[config.mk]
export PLATFORM = sky130hd
export DESIGN_NAME = matmult_kernel_param
export DESIGN_NICKNAME = d
export VERILOG_FILES = /design/src/rtl/matmult_kernel_param.sv
export SDC_FILE = /design/constraint.sdc
export NUM_CORES = 2
export LEC_CHECK = 0
export BUFFER_PORTS_ARGS = -buffer_cell sky130_fd_sc_hd__buf_4
export CORE_MARGIN = 4
export CORE_UTILIZATION = 35
export CTS_BUF_LIST = sky130_fd_sc_hd__clkbuf_2
export DETAILED_ROUTE_END_ITERATION = 6
export GPL_ROUTABILITY_DRIVEN = 0
export PLACE_DENSITY = 0.61
export SYNTH_ARGS = -nofsm -noshare
export SYNTH_HDL_FRONTEND = slang
export SYNTH_SLANG_ARGS = --single-unit
[constraint.sdc]
create_clock -name Clk -period 6 [get_ports Clk]
set_input_delay 0.6 -clock Clk [delete_from_list [all_inputs] [get_ports Clk]]
set_output_delay 0.6 -clock Clk [all_outputs]
set_load 0.03 [all_outputs]
[src/rtl/matmult_kernel_param.sv]
// Parametrised signed NxN matrix multiply kernel, C = A x B.
// Ports: Clk/Rst (sync, active high); Start/Busy/Done job handshake;
//   Rd_en/Rd_A_addr/Rd_B_addr/Rd_chunk drive the A/B buffers, whose
//   A_vec/B_vec return LANES elements one cycle later;
//   Wr_en/Wr_addr/C write one result element to the C buffer.
module matmult_kernel_param #(
    parameter int DW = 8,
    parameter int N = 16,
    parameter int LANES = 16,
    parameter int AW = $clog2(N),
    parameter int OW = 2 * DW + $clog2(N),
    localparam int TL = $clog2(LANES),
    localparam int P = N / LANES,
    localparam int CW = (P > 1) ? $clog2(P) : 1
) (
    input  logic                 Clk,
    input  logic                 Rst,
    input  logic                 Start,
    output logic                 Busy,
    output logic                 Done,
    input  logic [LANES*DW-1:0]  A_vec,
    input  logic [LANES*DW-1:0]  B_vec,
    output logic                 Rd_en,
    output logic [AW-1:0]        Rd_A_addr,
    output logic [AW-1:0]        Rd_B_addr,
    output logic [CW-1:0]        Rd_chunk,
    output logic                 Wr_en,
    output logic [2*AW-1:0]      Wr_addr,
    output logic signed [OW-1:0] C
);

    typedef enum logic [1:0] {IDLE, READ, DRAIN} state_t;

    // Sideband word: {valid, first, last, i, j}
    localparam int SBW = 3 + 2 * AW;

    state_t state;

    logic [SBW-1:0] sb [TL+2];
    logic [SBW-1:0] sb_in;

    logic signed [DW-1:0]   a_l  [LANES];
    logic signed [DW-1:0]   b_l  [LANES];
    logic signed [2*DW-1:0] prod [LANES];

    // Heap-ordered adder tree: node n sums nodes 2n+1 and 2n+2,
    // leaves (products) live at LANES-1+k, root at 0.
    logic signed [OW-1:0] node [2*LANES-1];

    logic signed [OW-1:0] acc;
    logic signed [OW-1:0] acc_next;

    logic p_last, j_last, i_last;
    logic sb_v, sb_f, sb_l;
    logic [2*AW-1:0] sb_a;

    assign p_last = (Rd_chunk == CW'(P - 1));
    assign j_last = (Rd_B_addr == AW'(N - 1));
    assign i_last = (Rd_A_addr == AW'(N - 1));

    assign sb_in = {Rd_en, (Rd_chunk == '0), p_last,
                    Rd_A_addr, Rd_B_addr};

    assign sb_v = sb[TL+1][SBW-1];
    assign sb_f = sb[TL+1][SBW-2];
    assign sb_l = sb[TL+1][SBW-3];
    assign sb_a = sb[TL+1][2*AW-1:0];

    always_comb begin
        for (int k = 0; k < LANES; k++) begin
            a_l[k]  = $signed(A_vec[k*DW +: DW]);
            b_l[k]  = $signed(B_vec[k*DW +: DW]);
            prod[k] = (2*DW)'(a_l[k]) * (2*DW)'(b_l[k]);
        end
    end

    assign acc_next = sb_f ? node[0] : acc + node[0];

    // Sideband delay: sb[0] aligns with memory data, sb[1] with the
    // products, sb[TL+1] with the tree root.
    always_ff @(posedge Clk) begin
        if (Rst) begin
            for (int s = 0; s < TL + 2; s++)
                sb[s] <= '0;
        end else begin
            sb[0] <= sb_in;
            for (int s = 1; s < TL + 2; s++)
                sb[s] <= sb[s-1];
        end
    end

    always_ff @(posedge Clk) begin
        for (int k = 0; k < LANES; k++)
            node[LANES-1+k] <= OW'(prod[k]);
        for (int n = 0; n < LANES - 1; n++)
            node[n] <= node[2*n+1] + node[2*n+2];
    end

    always_ff @(posedge Clk) begin
        if (Rst) begin
            acc     <= '0;
            Wr_en   <= 1'b0;
            Wr_addr <= '0;
            C       <= '0;
        end else begin
            Wr_en <= 1'b0;
            if (sb_v) begin
                acc <= acc_next;
                if (sb_l) begin
                    Wr_en   <= 1'b1;
                    Wr_addr <= sb_a;
                    C       <= acc_next;
                end
            end
        end
    end

    // Rd_en is low on the first READ cycle, so reads begin one cycle
    // after the accepting edge.  Busy is held through the Done cycle
    // and cleared in IDLE while Done is still high.
    always_ff @(posedge Clk) begin
        if (Rst) begin
            state     <= IDLE;
            Busy      <= 1'b0;
            Done      <= 1'b0;
            Rd_en     <= 1'b0;
            Rd_A_addr <= '0;
            Rd_B_addr <= '0;
            Rd_chunk  <= '0;
        end else begin
            Done <= 1'b0;
            case (state)
                IDLE: begin
                    if (Done) begin
                        Busy <= 1'b0;
                    end else if (Start) begin
                        state     <= READ;
                        Busy      <= 1'b1;
                        Rd_A_addr <= '0;
                        Rd_B_addr <= '0;
                        Rd_chunk  <= '0;
                    end
                end
                READ: begin
                    if (!Rd_en) begin
                        Rd_en <= 1'b1;
                    end else if (p_last && j_last && i_last) begin
                        Rd_en <= 1'b0;
                        state <= DRAIN;
                    end else begin
                        Rd_chunk <= p_last ? '0 : Rd_chunk + CW'(1);
                        if (p_last) begin
                            Rd_B_addr <= j_last ? '0
                                                : Rd_B_addr + AW'(1);
                            if (j_last)
                                Rd_A_addr <= Rd_A_addr + AW'(1);
                        end
                    end
                end
                DRAIN: begin
                    if (Wr_en && Wr_addr == (2*AW)'(N * N - 1)) begin
                        Done  <= 1'b1;
                        state <= IDLE;
                    end
                end
                default: state <= IDLE;
            endcase
        end
    end

endmodule
## After elaboration in Yosys (flattened, before gate mapping)

Memories as Yosys holds them, arrays and structs flattened.
Index checks and enable logic that the tools add are counted.

| storage, ports and cells | value |
|---|---|
| input bits | 259 |
| logic and storage cells | 124 |
| memories | 2 |
| register bits after elaboration | 63 |
| bits in writable memories | 686 |
| output and inout port bits | 41 |

| operators by class | value |
|---|---|
| bitwise operators | 9 |
| reductions and logical operators | 14 |
| add/sub/neg operators | 19 |
| equality and inequality tests | 13 |
| multiplexer cells | 40 |
| multiply operators | 16 |

Memories:

| memory | words | width | rd ports | clocked after Yosys merged registers in | wr ports | RTL line | source |
|---|---|---|---|---|---|---|---|
| node | 31 | 20 | 31 | 0 | 31 | 48 | `logic signed [OW-1:0] node [2*LANES-1];` |
| sb | 6 | 11 | 6 | 0 | 6 | 39 | `logic [SBW-1:0] sb [TL+2];` |

Operator list:

| kind | number |
|---|---|
| 20-bit adder | 16 |
| 8-bit by 8-bit multiplier with 16-bit output | 16 |
| 11-bit two-way mux | 6 |
| 4-bit two-way mux | 10 |
| 20-bit two-way mux | 1 |
| 2-bit inequality test, second input constant | 8 |
| 4-bit case mux with 2 select lines | 2 |
| 1-bit two-way mux | 14 |
| 2-bit two-way mux | 5 |
| 5-bit AND reduction | 2 |
| 4-bit by 1-bit adder with 4-bit output, second input constant | 2 |
| 4-bit equality test, second input constant | 2 |
| 8-bit equality test, second input constant | 1 |
| 7-bit AND reduction | 1 |
| 1-bit OR | 6 |
| 2-bit case mux with 3 select lines | 1 |
| 6-bit AND reduction | 1 |
| 2-bit AND reduction | 2 |
| 2-bit nonzero test | 2 |
| 2-bit OR reduction | 2 |
| 1-bit logical AND | 3 |
| 1-bit NOT | 3 |
| 2-bit by 1-bit equality test with 1-bit output, second input constant | 1 |
| 2-bit equality test, second input constant | 1 |
| 3 further kinds | 3 |

## Longest topological paths before layout

| depth | value |
|---|---|
| word-level depth | 6 |
| mapped depth | 20 |
| mapped depth without buffers | 19 |

## Worst setup path before layout

OpenSTA, ideal clock, no wires.

| timing | value |
|---|---|
| path type | input to register |
| start | input port A_vec[53] |
| end | memory node[1][114] (netlist name) |
| data required time | 5878 ps |
| slack | 1507 ps |
| library setup time | 122 ps |
| stages | 18 |
| data arrival time | 4371 ps |
| path buffers | 0 |
| path through | and2_1 -> fa_1 -> inv_1 -> fa_1 -> inv_1 -> fa_1 -> inv_1 -> fa_1 -> inv_1 -> ha_1 -> o21ai_1 -> a21boi_1 -> o21ai_1 -> a21boi_1 -> o21ai_1 -> a21boi_1 -> nor4_1 -> a311o_1 |

RTL lines:

| item | RTL line | source |
|---|---|---|
| start: declaration | 21 | `input logic [LANES*DW-1:0] A_vec,` |
| end: declaration | 48 |  |

==> reports/metrics.cfg <==
[outcome]
status = finished, final reports clean

[worst_setup_path]
critPathKind = input port to register
required_ns = 7.32
slowest_delay_ns = 0.57
critical_path.slowest_cell = dlygate4sd3_1
worstPathCellList = dlygate4sd3_1, buf_4, and2_1, dlygate4sd3_1, ha_1, dlygate4sd3_1, ha_1, dlygate4sd3_1, fa_1, dlygate4sd3_1, ha_1, a21o_1, a21oi_1, o21ai_1, a21oi_1, nor2b_1, o2111ai_1, nand3_1, o41a_1, xnor2_1
crit_top_cell = dlygate4sd3_1
cp-start-kind = input port
worstPathMaxFanout = 8
arrival_ns = 6.41
cp-end-kind = register

[route]
ant_nets = 0
vias = 47598
routed_via_density = 4.57
firstDrtPassIters = 5
drt_iter0_drc = 1826
wl_per_cell_microns = 14.7
drc = 0
routed_wl_microns = 153000

[yosys]
syn-num-nets = 8871
syn_inst = 6990
ys_seq_area_share_pct = 20.2
yosysWarnings = 0
synth_edf_count = 0
synthMuxAreaShare_pct = 0.349
synth_area_per_cell_sq_um = 9.34
syn_area_sq_mm = 0.0653
ys.flop_type = dfxtp_1
ys_async_sr_fraction_pct = 0
ys_ff_latch = 658
synth_top_family_by_area = adder cells
synthSimpleGateAreaFrac_pct = 15.4
synthAdderAreaFrac_pct = 41.4
synth-xor-area-share_pct = 5.68
synth.distinct_cells = 79
synth-compound-area-share_pct = 8.33

[clock_tree]
h-tree-depth = 4
clkTransAtPathRegs_ns = 0.09
cts_buffers = 179
clock_latency_ns = 1.50
cts-root-buf = clkbuf_2
cts_tree = done
post-cts-setup-buffers = 0
clkSinkCount = 658
cts_buffer_depth = 3
ctsResizeCount = 0

[cells_and_area]
synthToLayoutAreaGrowth_pct = 16.0
finalInstanceArea_sq_mm = 0.0757
final_cell_mix = inv_1 (1,474), fa_1 (895), ha_1 (727)
layout-drive-gt1-share_pct = 7.85
nets = 9667
instances_no_fill = 10414
final_common_cell = inv_1

[placement]
pre_cts_slack_ns = 1.08
port_buffers = 298
placed_area_sq_mm = 0.0705
placed_cells = 9743
dp.final_hpwl_microns = 126000

[floorplan]
die_area_sq_mm = 0.193
fp.dieW_microns = 440
coreArea_sq_mm = 0.185
die_h_microns = 440
pin_count = 300
rows = 158
start_util_pct = 35.2

[pwr]
p_per_area_mw_per_mm2 = 492
peakVddDrop_uv = 285
leakagePower_nw = 37.3

[sta]
setup_tns_ns = 0
clock_skew_ns = 0.109
max_freq_ghz = 0.196
slew_viol_final = 0
fin_crit_sh_pct = 84.9
whs_ns = 0.296
tightest_slew_ns = 1.19
max_slew_margin_pct = 20.6
worst_slack_ns = 0.909
finalSetupViolCount = 0
finalHoldViolations = 0
grt_setup_unrepaired = false
layout_min_cycle_time_ns = 5.09

[run]
max-cap-violations = 0

[global_routing]
grt_overflow = 0
grt_pass1_wl_microns = 256000
grt_max_degree = 98
grt_pass1_vias = 50659
grt_use_total_pct = 16.3
grt_antenna_before_repair = 5

[min_path]
worst_hold_path_type = input port to register

where the power goes:
part,leakage (nW),total [mW],internal [mW],switching (mW)
combinational,30.5,26.0,11.8,14.2
sequential,5.51,7.85,6.66,1.20
clock,1.27,3.46,1.43,2.02
total,37.3,37.3,19.9,17.4
layout make-up:
cell class	instances	area [sq um]
inverters	1475	5540
clock buffers	237	1190
repair buffers	641	5670
well taps	2480	3100
diodes	8	20.0
fillers	18572	110000
flip-flops and latches	658	13200
clock inverters	84	588
multi-input cells	4831	46400
cells in the mapped netlist (5+ instances only):
master,n,share of area (%)
o211ai_1,10,0.12
inv_1,1474,8.5
a21oi_2,5,0.067
a211oi_1,12,0.14
o21ai_1,136,1.0
xor2_1,54,0.72
xnor2_1,369,5.0
o21a_1,26,0.30
fa_1,895,27
mux2i_1,7,0.11
and2_1,679,6.5
o21ai_0,56,0.43
nor2b_1,205,2.0
a21oi_1,245,1.9
or2_2,11,0.11
nand2_1,458,2.6
a221oi_1,11,0.15
nor4_1,8,0.077
a21o_1,116,1.3
o21bai_1,31,0.36
nor2_1,294,1.7
a31o_1,6,0.081
a211o_1,9,0.12
dfxtp_1,658,20
a311o_1,6,0.092
nand2b_1,58,0.56
and3_1,20,0.19
mux2_2,14,0.24
o41a_1,7,0.12
a31oi_1,23,0.22
nand4b_1,6,0.081
nand3b_1,10,0.12
a21boi_1,57,0.66
nand4_1,19,0.18
o2111ai_1,12,0.16
nand3_1,63,0.48
nor3_1,67,0.51
o31ai_1,8,0.092
or3_1,9,0.086
clkbuf_1,22,0.13
a41oi_1,9,0.12
ha_1,727,14
a2111oi_0,5,0.067
registers in the layout, summed over array words and instances (netlist names):
signal / flops
sb: 60
Rd_B_addr: 4
Busy: 1
state: 2
Done: 1
Wr_addr: 8
C: 20
Wr_en: 1
node: 556
Rd_A_addr: 4
Rd_en: 1
per-stage QoR:
stage          util, %  total power, mW
6_report          40.8             37.3
5_1_grt           40.8             41.7
4_1_cts           40.8             37.9
3_5_place_dp      38.0             33.5
3_3_place_gp      38.0             33.1
2_1_floorplan        -             27.2
per-layer routing:
layer | part of all wire, % | wire [microns] | track usage, %
met5 | 0 | 0 | 0
met4 | 3.0 | 4590 | 5.12
met3 | 3.3 | 5110 | 2.08
met2 | 48 | 73600 | 27.7
met1 | 46 | 69600 | 21.6
critical path: cells and delay by family:
kind,cells,cell delay (ns)
buffers and inverters,6,2.96
and+or+nand+nor,3,0.38
xor gates and xnor gates,1,0.13
adders and majority gates,4,1.14
AOI/OAI and AO/OA,6,1.20
worst paths after layout:
check | from | end | slack [ns] | cells after the start
setup / recovery | B_vec[98] | node[1][239]$_DFF_P_ | 0.91 | 20
hold / removal | B_vec[53] | node[1][105]$_DFF_P_ | 0.30 | 8
setup reg to reg | node[1][220]$_DFF_P_ | node[0][274]$_DFF_P_ | 2.99 | 12
hold reg to reg | node[0][13]$_DFF_P_ | C[13]$_SDFFE_PP0P_ | 0.38 | 2
cell families after synthesis:
group / count (synthesis)
AND/OR/NAND/NOR: 1923
adder cells (fa/ha/maj): 1622
buffers and inverters: 1501
AO/OA/AOI/OAI: 841
flip-flops: 658
XOR/XNOR: 423
multiplexers: 21
other: 1
timing repair:
action / CTS / global route
setup endpoints to repair: 0 / 0
hold buffers: 342 / 0
endpoints found under the hold margin: 221 / 0
Note: power is estimated with default switching activity, not from simulation.
